[config.mk]
export PLATFORM = sky130hd
export DESIGN_NAME = imm_pack_unit
export DESIGN_NICKNAME = d
export VERILOG_FILES = /design/src/rtl/imm_pack_unit.sv
export SDC_FILE = /design/constraint.sdc
export NUM_CORES = 1
export LEC_CHECK = 0
export ABC_AREA = 1
export BUFFER_PORTS_ARGS = -buffer_cell sky130_fd_sc_hd__clkbuf_2
export CAP_MARGIN = 0
export CORE_MARGIN = 2
export CORE_UTILIZATION = 50
export DETAILED_ROUTE_END_ITERATION = 6
export PLACE_DENSITY_LB_ADDON = 0.25
export SKIP_CTS_REPAIR_TIMING = 1
export SLEW_MARGIN = 20
export SYNTH_ARGS = -nofsm -noshare
export SYNTH_HDL_FRONTEND = slang
export SYNTH_SLANG_ARGS = --single-unit
export TNS_END_PERCENT = 100
[constraint.sdc]
create_clock -name clk -period 2.5 [get_ports clk]
set_clock_uncertainty 0.05 [all_clocks]
set_input_delay 0.5 -clock clk [delete_from_list [all_inputs] [get_ports clk]]
set_output_delay 0.5 -clock clk [all_outputs]
set_load 0.02 [all_outputs]
[src/rtl/imm_pack_unit.sv]
// imm_pack_unit: two-stage pipeline that scatters a 32-bit immediate into
// instruction bits [31:7] for the I/S/B/J/U formats.
// Optional feature: define IMM_PACK_CHECK_EN to enable representability
// checking (imm_fit) and the saturating miss_count. Without it, imm_fit is 1
// for every legal type and miss_count stays 0.
module imm_pack_unit (
    input  logic        clk,
    input  logic        rst,
    input  logic        in_valid,
    output logic        in_ready,
    input  logic [31:0] imm,
    input  logic [2:0]  imm_type,
    output logic        out_valid,
    input  logic        out_ready,
    output logic [24:0] packed_field,
    output logic        imm_fit,
    output logic [7:0]  miss_count
);

    localparam logic [2:0] TypeI = 3'd0;
    localparam logic [2:0] TypeS = 3'd1;
    localparam logic [2:0] TypeB = 3'd2;
    localparam logic [2:0] TypeJ = 3'd3;
    localparam logic [2:0] TypeU = 3'd4;

    // Stage 1: captured request
    logic        s1_valid_q;
    logic [31:0] s1_imm_q;
    logic [2:0]  s1_type_q;

    // Stage 2: encoded result
    logic        out_valid_q;
    logic [24:0] packed_q;
    logic        fit_q;

    logic        s2_adv;
    logic        s1_adv;
    logic [24:0] packed_d;
    logic        legal_d;
    logic        fit_d;

    // Handshake: stage 2 moves when empty or drained; stage 1 moves behind it
    always_comb begin
        s2_adv   = !out_valid_q || out_ready;
        s1_adv   = !s1_valid_q || s2_adv;
        in_ready = s1_adv;
    end

    // Scatter the stage-1 immediate into instruction bit positions
    always_comb begin
        packed_d = '0;
        legal_d  = 1'b1;
        case (s1_type_q)
            TypeI: packed_d[24:13] = s1_imm_q[11:0];
            TypeS: begin
                packed_d[24:18] = s1_imm_q[11:5];
                packed_d[4:0]   = s1_imm_q[4:0];
            end
            TypeB: begin
                packed_d[24]    = s1_imm_q[12];
                packed_d[23:18] = s1_imm_q[10:5];
                packed_d[4:1]   = s1_imm_q[4:1];
                packed_d[0]     = s1_imm_q[11];
            end
            TypeJ: begin
                packed_d[24]    = s1_imm_q[20];
                packed_d[23:14] = s1_imm_q[10:1];
                packed_d[13]    = s1_imm_q[11];
                packed_d[12:5]  = s1_imm_q[19:12];
            end
            TypeU:   packed_d[24:5] = s1_imm_q[31:12];
            default: legal_d = 1'b0;
        endcase
    end

`ifdef IMM_PACK_CHECK_EN
    // Fit: bits above the encodable range must be a pure sign extension
    always_comb begin
        fit_d = 1'b0;
        case (s1_type_q)
            TypeI, TypeS: fit_d = (s1_imm_q[31:11] == {21{s1_imm_q[31]}});
            TypeB: fit_d = (s1_imm_q[31:12] == {20{s1_imm_q[31]}}) && !s1_imm_q[0];
            TypeJ: fit_d = (s1_imm_q[31:20] == {12{s1_imm_q[31]}}) && !s1_imm_q[0];
            TypeU: fit_d = (s1_imm_q[11:0] == 12'h000);
            default: fit_d = 1'b0;
        endcase
    end
`else
    assign fit_d = legal_d;
`endif

    // Pipeline registers; reset discards anything in flight
    always_ff @(posedge clk or posedge rst) begin
        if (rst) begin
            s1_valid_q  <= 1'b0;
            s1_imm_q    <= '0;
            s1_type_q   <= '0;
            out_valid_q <= 1'b0;
            packed_q    <= '0;
            fit_q       <= 1'b0;
        end else begin
            if (s1_adv) begin
                s1_valid_q <= in_valid;
                if (in_valid) begin
                    s1_imm_q  <= imm;
                    s1_type_q <= imm_type;
                end
            end
            if (s2_adv) begin
                out_valid_q <= s1_valid_q;
                if (s1_valid_q) begin
                    packed_q <= packed_d;
                    fit_q    <= fit_d;
                end
            end
        end
    end

`ifdef IMM_PACK_CHECK_EN
    logic [7:0] miss_q;

    // Count delivered non-fitting results, sticking at 255
    always_ff @(posedge clk or posedge rst) begin
        if (rst) begin
            miss_q <= '0;
        end else if (out_valid_q && out_ready && !fit_q && (miss_q != 8'hFF)) begin
            miss_q <= miss_q + 8'd1;
        end
    end

    assign miss_count = miss_q;
`else
    assign miss_count = '0;
`endif

    assign out_valid    = out_valid_q;
    assign packed_field = packed_q;
    assign imm_fit      = fit_q;

endmodule
# [After elaboration in Yosys (flattened, before gate mapping)]
# Cells that the tools add are included.
[classes] n_eq_ne=4 mux=5 reduce_logical=10
[op_table] op="case mux 7 bit (4 select lines)" n=1
[op_table] op="case mux 5 bit (3 select lines)" n=1
[op_table] op="case mux 5 bit (2 select lines)" n=1
[op_table] op="two-way mux 8 bit" n=1
[op_table] op="equality test 3 x 2 -> 1 bit, second input constant" n=2
[op_table] op="OR reduction 5 bit" n=1
[op_table] op="AND reduction 2 bit" n=2
[op_table] op="OR reduction 2 bit" n=2
[op_table] op="equality test 3 x 1 -> 1 bit, second input constant" n=1
[op_table] op="equality test 3 bit, second input constant" n=1
[op_table] op="logical NOT 3 bit" n=1
[op_table] op="logical NOT 1 bit" n=2
[op_table] op="logical OR 1 bit" n=2
[op_table] op="two-way mux 1 bit" n=1
[word_totals] regBits=63 in_bits=39 output_inout_bits=36

# [Longest topological paths before layout]
# Gate-level depths: netlist (run 1).
[logic_depth] depth_word=4 ltp_mapped=7 ltp_nobuf=7

# [Least setup slack after synthesis (run 1)]
# Ideal clock, no wire load.
[synth_timing] kind="input to output" startpoint="input out_ready" endpoint="output in_ready" arrival_time_ps=1078 path_slack_ps=872 stages=3 n_path_buf=1 cell_sequence="inv_1 nand3_4 clkbuf_1"
[synth_via] elab_chain_len=2
[synth_rtl] item="from (decl)" line="14" text="input logic out_ready,"
[synth_rtl] item="logical OR 1 bit" line="44" text="s2_adv = !out_valid_q || out_ready;"
[synth_rtl] item="logical OR 1 bit" line="45" text="s1_adv = !s1_valid_q || s2_adv;"
[synth_rtl] item="to (decl)" line="10" text="output logic in_ready,"
# Every way passes these cells.

# [Worst setup path in the final report (run 1)]
[layout_timing] startpoint="register out_valid_q (netlist: out_valid)" endpoint="output in_ready"
[layout_via] elab_chain_len=3
[layout_rtl] item="from (decl)" line="32" text="logic out_valid_q;"
[layout_rtl] item="from (signal assigned)" line="110" text="out_valid_q <= s1_valid_q;"
[layout_rtl] item="logical NOT 1 bit" line="44"
[layout_rtl] item="logical OR 1 bit" line="44"
[layout_rtl] item="logical OR 1 bit" line="45"
# Every way passes these cells.

==> results of run 1 <==
path summary, 6_finish.rpt:
check,endpoint,slack [ps]
max,in_ready,760
min,packed_field[18],160
max reg2reg,s1_type_q[2],920
min reg2reg,s1_imm_q[27],420
max in group asynchronous,s1_imm_q[19],1650
min in group clk,s1_imm_q[13],340
sequential cells by signal, summed over array words and instances (netlist names):
register and count:
imm_fit 1, out_valid 1, packed_field 25, s1_imm_q 32, s1_type_q 3, s1_valid_q 1
layout by cell type (no fill, tap or decap), drive strengths merged:
master,n
nand4,2
clkinv,1
a21oi,4
conb,8
o21ai,3
clkbuf,81
nand2,167
inv,8
dfrtp,63
buf,4
a31oi,1
nor2,7
nand3,53
cell type report:
class,count,area (um2)
inverter,8,30.0
multi-input combinational,245,1030
sequential,63,1580
fill,520,2190
clock inverter,1,5.00
tap,72,90.1
clock buffer,15,146
timing repair buffer,70,373
cell families (layout without fill, tap and decap cells):
logic type             after synthesis  count (layout)  synth area share (%)
AOI/OAI and AO/OA                    8               8                  1.90
DFF                                 63              63                  56.9
and+or+nand+nor                    229             229                  34.2
buffers and inverters               32              94                  6.86
other                                1               8                 0.135
power groups by stage:
| stage | sequential (mW) | combinational, mW | clock, mW |
|---|---|---|---|
| floorplan | 1.41 | 0.328 | 0 |
| global placement | 1.31 | 0.592 | 0 |
| detailed placement | 1.31 | 0.608 | 0 |
| CTS | 1.30 | 0.609 | 0.728 |
| global route | 1.32 | 0.679 | 0.771 |
| finish | 1.30 | 0.599 | 0.711 |
cell usage after synthesis:
| cell type | instances |
|---|---|
| a21oi_1 | 3 |
| a21oi_4 | 1 |
| a31oi_1 | 1 |
| buf_1 | 3 |
| buf_2 | 5 |
| buf_4 | 9 |
| buf_6 | 4 |
| clkbuf_1 | 3 |
| conb_1 | 1 |
| dfrtp_1 | 63 |
| inv_1 | 5 |
| inv_2 | 3 |
| nand2_1 | 166 |
| nand2_2 | 1 |
| nand3_1 | 52 |
| nand3_4 | 1 |
| nand4_1 | 2 |
| nor2_1 | 6 |
| nor2_2 | 1 |
| o21ai_0 | 3 |
per-stage QoR:
stage | setup WS [ps] | cells | hold WS (ps) | total power [mW]
3_5_place_dp | 687 | 458 | 409 | 1.92
3_3_place_gp | 770 | 458 | 407 | 1.90
2_1_floorplan | 380 | 340 | 392 | 1.73
5_1_grt | 691 | 474 | 240 | 2.77
6_report | 758 | 474 | 159 | 2.61
4_1_cts | 742 | 474 | 170 | 2.63
routing by layer:
metal / up-vias / routed length [um] / GRT usage, %
met2: 70 / 2560 / 29.2
met4: 0 / 170 / 12.5
met5: - / 0 / 0
li1: 1164 / - / -
met1: 1039 / 2740 / 30.1
met3: 14 / 327 / 4.37
==> flow_metrics.tcl, run 1 <==
set metrics [dict create \
    dr.pass1.iters 4 \
    die_area_um2 6150 \
    overflow 0 \
    cts_buffers 9 \
    end_kind "output port" \
    p_per_area_nw_per_um2 802 \
    rows 27 \
    die_width_um 78.5 \
    pwr-share-clk_pct 27.3 \
    cp.depth 2 \
    drv_cap 0 \
    cp.required_ps 1950 \
    power.static_leakage_nw 1.90 \
    sw_frac_of_total_pct 33.2 \
    cts_buffer_depth 2 \
    synth_top_area_cell "dfrtp_1" \
    startpoint_type "register" \
    via_per_inst 4.82 \
    ant_nets 0 \
    p_int_mw 1.74 \
    worstReg2RegStart "out_valid" \
    worstPathCellList "nand3_4, clkbuf_2" \
    min_period_ps 1740 \
    htreeDepth 3 \
    fin_area_um2 3250 \
    wl_mm 5.79 \
    syn_inst 333 \
    start_util_pct 51.0 \
    avgSynthCellArea_um2 8.32 \
    finalCritPeriodShare_pct 69.7 \
    worstSetupPathType "reg -> out" \
    route.detailed.drc 0 \
    crit_fanout 11 \
    gp_congestion 0.900 \
    ys_seq_elements 63 \
    grt_max_degree 40 \
    relSlewSlack_pct 55.0 \
    rsz0062_at_grt "false" \
    netlist_area_um2 2770 \
    hp-class "in -> async" \
    worst_pin_slew_ps 673 \
    syn_to_final_growth_pct 17.3 \
    crit_family "flip-flops" \
    clock_latency_ps 340 \
    slowest_delay_ps 480 \
    fmax_mhz 574 \
    dp_hpwl_mm 4.28 \
    cp-startpoint "out_valid" \
    grt_pass1_vias 2076 \
    track_usage_pct 20.9 \
    wl_per_cell_um 12.2 \
    drtIter0Drc 86 \
    grt_pass1_wl_mm 9.65 \
    yosys_warnings 0 \
    synth_seq_area_share_pct 56.9 \
    port-buffer-count 66 \
    cp.arrival_ps 1190 \
    p_switching_mw 0.865 \
    die_y_um 78.5 \
    io_pins 75 \
    synth_area_leaders "dfrtp_1 (57%), nand2_1 (22%), nand3_1 (9.4%)" \
    cts_tree "yes" \
    clkSinkCount 63 \
    ir_worst_vdd_v 0.000419 \
    vias 2287 \
    nNetsFinal 436 \
    core_um2 5440 \
    drive_gt1_share_pct 21.9 \
    yosysTopAreaCellShare_pct 56.9 \
    path_buf_inv 1 \
    placed_area_um2 3100 \
    clk_pin_slew_ps 60 \
    slowest_stage "dfrtp_1" \
    synth_cell_types 20 \
    hold_viol_final 0 \
    antennaDiodeCount 0 \
    cts_root_buf "clkbuf_8" \
    finalSetupViolCount 0 \
    status "finished clean" \
    power_frac_comb_pct 23.0 \
    fin_util_pct 59.8 \
    ff2ff_path_depth 4 \
    tns_ps 0 \
    p_seq_share_pct 49.8 \
    maxSlewViolCount 0 \
    antenna_found_initial 0 \
]
Power figures use the tool's default switching activity.
==> run 2, diff against run 1 <==
- CORE_UTILIZATION: 50 -> 47
- clock period: 2.5 -> 1.6 ns (I/O delays scaled with it)
==> flow_metrics.tcl, run 2 (synthesis gave the netlist of run 1 again) <==
set metrics [dict create \
    hp-class "in -> async" \
    p_total_mw 4.43 \
    dp_hpwl_mm 4.34 \
    overflow 0 \
    die_width_um 80.8 \
    gp_congestion 0.860 \
    grt_pass1_vias 2222 \
    regMostFlops "s1_imm_q" \
    fill_cells 546 \
    syn_to_final_growth_pct 20.9 \
    cp.required_ps 1230 \
    clk_pin_slew_ps 60 \
    ff2ff_path_depth 7 \
    crit_fanout 9 \
    hold_viol_final 0 \
    reg2reg_setup_slack_ps 210 \
    die_area_um2 6530 \
    power.static_leakage_nw 1.95 \
    end_kind "output port" \
    p_int_mw 3.02 \
    timing.rr.end "packed_field[16]" \
    drv_cap 0 \
    clock_latency_ps 340 \
    min_period_ps 1540 \
    vias 2302 \
    cp.arrival_ps 1170 \
    wl_per_cell_um 12.7 \
    largest_register_ffs 32 \
    core_um2 5610 \
    rsz0062_at_grt "false" \
    die_y_um 80.8 \
    p_seq_share_pct 46.2 \
    port-buffer-count 66 \
    fin_area_um2 3350 \
    worstReg2RegStart "s1_type_q[0]" \
    cts_root_buf "clkbuf_8" \
    startpoint_type "register" \
    clkSinkCount 63 \
    via_per_inst 4.81 \
    final_cell_mix "nand2_1 (166), clkbuf_2 (66), dfrtp_1 (63)" \
    tns_ps 0 \
    grt_max_degree 64 \
    dp_cells 463 \
    fmax_mhz 648 \
    finalCritPeriodShare_pct 96.4 \
    cts_tree "yes" \
    cts_buffer_depth 2 \
    pwr-share-clk_pct 32.2 \
    finalSetupViolCount 0 \
    worstSetupPathType "reg -> out" \
    cts_buffers 9 \
    power_frac_comb_pct 21.6 \
    instances_no_fill 479 \
    dr.pass1.iters 4 \
    grt_pass1_wl_mm 10.1 \
    start_util_pct 49.4 \
    fin_util_pct 59.8 \
    maxSlewViolCount 0 \
    antenna_found_initial 0 \
    drtIter0Drc 104 \
    nNetsFinal 441 \
    placed_area_um2 3140 \
    route.detailed.drc 0 \
    wl_mm 6.10 \
    final_common_cell "nand2_1" \
    rows 27 \
    sw_frac_of_total_pct 31.9 \
    ant_nets 0 \
    io_pins 75 \
    status "finished clean" \
    htreeDepth 3 \
    drive_gt1_share_pct 24.1 \
    track_usage_pct 20.6 \
    antennaDiodeCount 0 \
    p_per_area_nw_per_um2 1320 \
    ir_worst_vdd_v 0.000539 \
    p_switching_mw 1.41 \
]
-- run 2: cell count changes in the layout (fill, tap and decap cells not counted), sizes merged --
| cell | change |
|---|---|
| buf | +5 |
| clkbuf | -2 |
| bufinv | +1 |
| clkinv | +1 |
| clkinvlp | +1 |
| inv | -1 |
-- run 2: metrics by stage --
stage | worst slack, ps | hold slack, ps
4_1_cts | 50.0 | 15.9
5_1_grt | 6.97 | 36.4
2_1_floorplan | 174 | 392
3_5_place_dp | 232 | 380
3_3_place_gp | 258 | 367
6_report | 56.9 | 0.790
-- run 2: worst max-delay path by stage --
stage	endpoint	startpoint	slack [ps]	cells after the start
floorplan	in_ready	out_valid	170	2
CTS	in_ready	out_valid	50	2
global route	in_ready	out_valid	7	2
detailed placement	packed_field[8]	s1_type_q[2]	230	5
finish	in_ready	out_valid	60	2
global placement	packed_field[15]	s1_type_q[0]	260	7
-- run 2: critical path, stage by stage (launching register included) --
cell and delay (ps):
dfrtp_1 480, nand3_4 170, clkbuf_2 190
-- run 2: layout make-up --
cell class / instances / area, um2 / area share (%)
multi-input cells: 245 / 1030 / 30.8
repair buffers: 75 / 410 / 12.2
well taps: 72 / 90.1 / 2.69
clock buffers: 13 / 169 / 5.04
inverters: 8 / 33.8 / 1.01
clock inverters: 3 / 40.0 / 1.19
flip-flops and latches: 63 / 1580 / 47.1
-- run 2: power by group through the flow --
stage	clock network [mW]	registers, mW	logic, mW
2_1_floorplan	0	2.20	0.512
3_3_place_gp	0	2.06	0.946
3_5_place_dp	0	2.07	0.962
4_1_cts	1.45	2.05	0.968
5_1_grt	1.52	2.08	1.08
6_report	1.43	2.05	0.957
-- run 2: routing by layer --
metal	up-vias	GRT usage, %	routed length, um
met5	-	0	0
met4	0	10.8	121
met3	9	3.11	243
met2	58	30.3	2660
met1	1056	29.5	3080
li1	1179	-	-
==> run 3, diff against run 2 <==
- ABC_AREA: 1 -> default
==> flow_metrics.tcl, run 3 <==
set metrics [dict create \
    ant_nets 0 \
    p_total_mw 4.55 \
    yosys_warnings 0 \
    crit_fanout 4 \
    maxSlewViolCount 0 \
    synth_top_area_cell "dfrtp_1" \
    fmax_mhz 689 \
    tns_ps 0 \
    synth_top_family_by_area "multiplexers" \
    worstPathCellList "nand3b_4, clkbuf_2" \
    synth_compound_gate_area_share_pct 11.3 \
    synth_cell_types 39 \
    yosysMostFrequentCell "dfrtp_1" \
    synthSimpleGateAreaFrac_pct 8.98 \
    synth_xor_area_share_pct 0.304 \
    htreeDepth 3 \
    avgSynthCellArea_um2 13.6 \
    syn_inst 212 \
    min_period_ps 1450 \
    cts_buffer_depth 2 \
    die_width_um 82.4 \
    synth_fa_ha_area_share_pct 0 \
    slowest_stage "dfrtp_1" \
    cts_buffers 9 \
    synth_edf_count 0 \
    io_pins 75 \
    startpoint_type "register" \
    hp-class "in -> reg" \
    finalSetupViolCount 0 \
    synth_area_leaders "dfrtp_1 (55%), mux2_4 (16%), buf_4 (3.4%)" \
    path_buf_inv 1 \
    hold_viol_final 0 \
    core_um2 5920 \
    p_per_area_nw_per_um2 1330 \
    track_usage_pct 16.8 \
    dp_hpwl_mm 3.66 \
    worstSetupPathType "reg -> out" \
    cts_tree "yes" \
    cp.required_ps 1230 \
    finalCritPeriodShare_pct 90.8 \
    overflow 0 \
    start_util_pct 48.7 \
    wl_mm 5.17 \
    clock_latency_ps 330 \
    clkSinkCount 63 \
    antennaDiodeCount 0 \
    netlist_area_um2 2890 \
    nNetsFinal 320 \
    ys_seq_elements 63 \
    yosysTopAreaCellShare_pct 54.6 \
    antenna_found_initial 0 \
    yosys_most_used_dff "dfrtp_1" \
    status "finished clean" \
    vias 1808 \
    drive_gt1_share_pct 43.5 \
    power.static_leakage_nw 1.70 \
    grt_pass1_wl_mm 8.27 \
    die_y_um 82.4 \
    ir_worst_vdd_v 0.000571 \
    crit_family "flip-flops" \
    clk_pin_slew_ps 60 \
    cts_root_buf "clkbuf_8" \
    largest_register_ffs 32 \
    regMostFlops "s1_imm_q" \
    rows 28 \
    wl_per_cell_um 14.4 \
    grt_pass1_vias 1715 \
    final_common_cell "clkbuf_2" \
    via_per_inst 5.02 \
    route.detailed.drc 0 \
    drv_cap 0 \
    end_kind "output port" \
    syn_to_final_growth_pct 18.7 \
    final_cell_mix "clkbuf_2 (66), dfrtp_1 (63), mux2_4 (30)" \
    port-buffer-count 66 \
    slowest_delay_ps 440 \
    gp_congestion 0.766 \
    rsz0062_at_grt "false" \
    synth_common_cells "dfrtp_1 (63), mux2_4 (30), nand2_1 (15)" \
    async_flop_share_pct 100 \
    dr.pass1.iters 4 \
    grt_max_degree 48 \
    cp.arrival_ps 1080 \
    synth_seq_area_share_pct 54.6 \
    drtIter0Drc 71 \
    die_area_um2 6780 \
    muxShareOfSynthArea_pct 17.9 \
]
[run 3: cell families (layout without fill, tap and decap cells)]
family                 Yosys count  count (layout)
AO/OA/AOI/OAI                   46              46
XOR/XNOR                         1               1
buffers and inverters           23              89
flip-flops                      63              63
multiplexers                    36              36
other                            1               8
AND/OR/NAND/NOR                 42              42
[run 3: metal layers]
layer	up-vias	global-route usage (%)	share of wire (%)
li1	867	-	-
met1	886	22.5	46
met2	48	24.8	47
met3	7	4.24	4.9
met4	0	9.83	2.1
met5	-	0	0
[run 3: final cells by class]
class                      count  area [um2]
fill                         507        2500
sequential                    63        1580
multi-input combinational    133        1140
timing repair buffer          72         390
clock buffer                  11         141
tap                           75        93.8
clock inverter                 4        70.1
inverter                       2        11.3
[run 3: stage by stage]
stage                     cell area [um2]  worst slack, ps  std cells  hold WS [ps]  utilization (%)
final                                3420              148        360           148             57.8
after global routing                 3420             50.4        360           138             57.8
after CTS                            3410              127        359         -86.1             57.7
after floorplan                      2920              156        219           378                -
after detailed placement             3200              115        344           272             54.1
after global placement               3200              156        344           272             54.1
[run 3: where the power goes]
part | switching (mW) | leakage (nW) | internal, mW
clock network | 0.585 | 0.109 | 0.907
logic | 0.535 | 0.826 | 0.484
registers | 0.183 | 0.767 | 1.86
[run 3: final timing paths]
kind / end / depth (start not counted) / slack, ps / start
min in group asynchronous: packed_field[12] / 3 / 460 / rst
max in group asynchronous: s1_type_q[2] / 4 / 490 / rst
hold reg to reg: packed_field[20] / 2 / 430 / packed_field[20]
setup reg to reg: s1_type_q[2] / 3 / 170 / s1_valid_q
hold / removal: s1_imm_q[31] / 2 / 150 / imm[31]
setup / recovery: in_ready / 2 / 150 / s1_valid_q
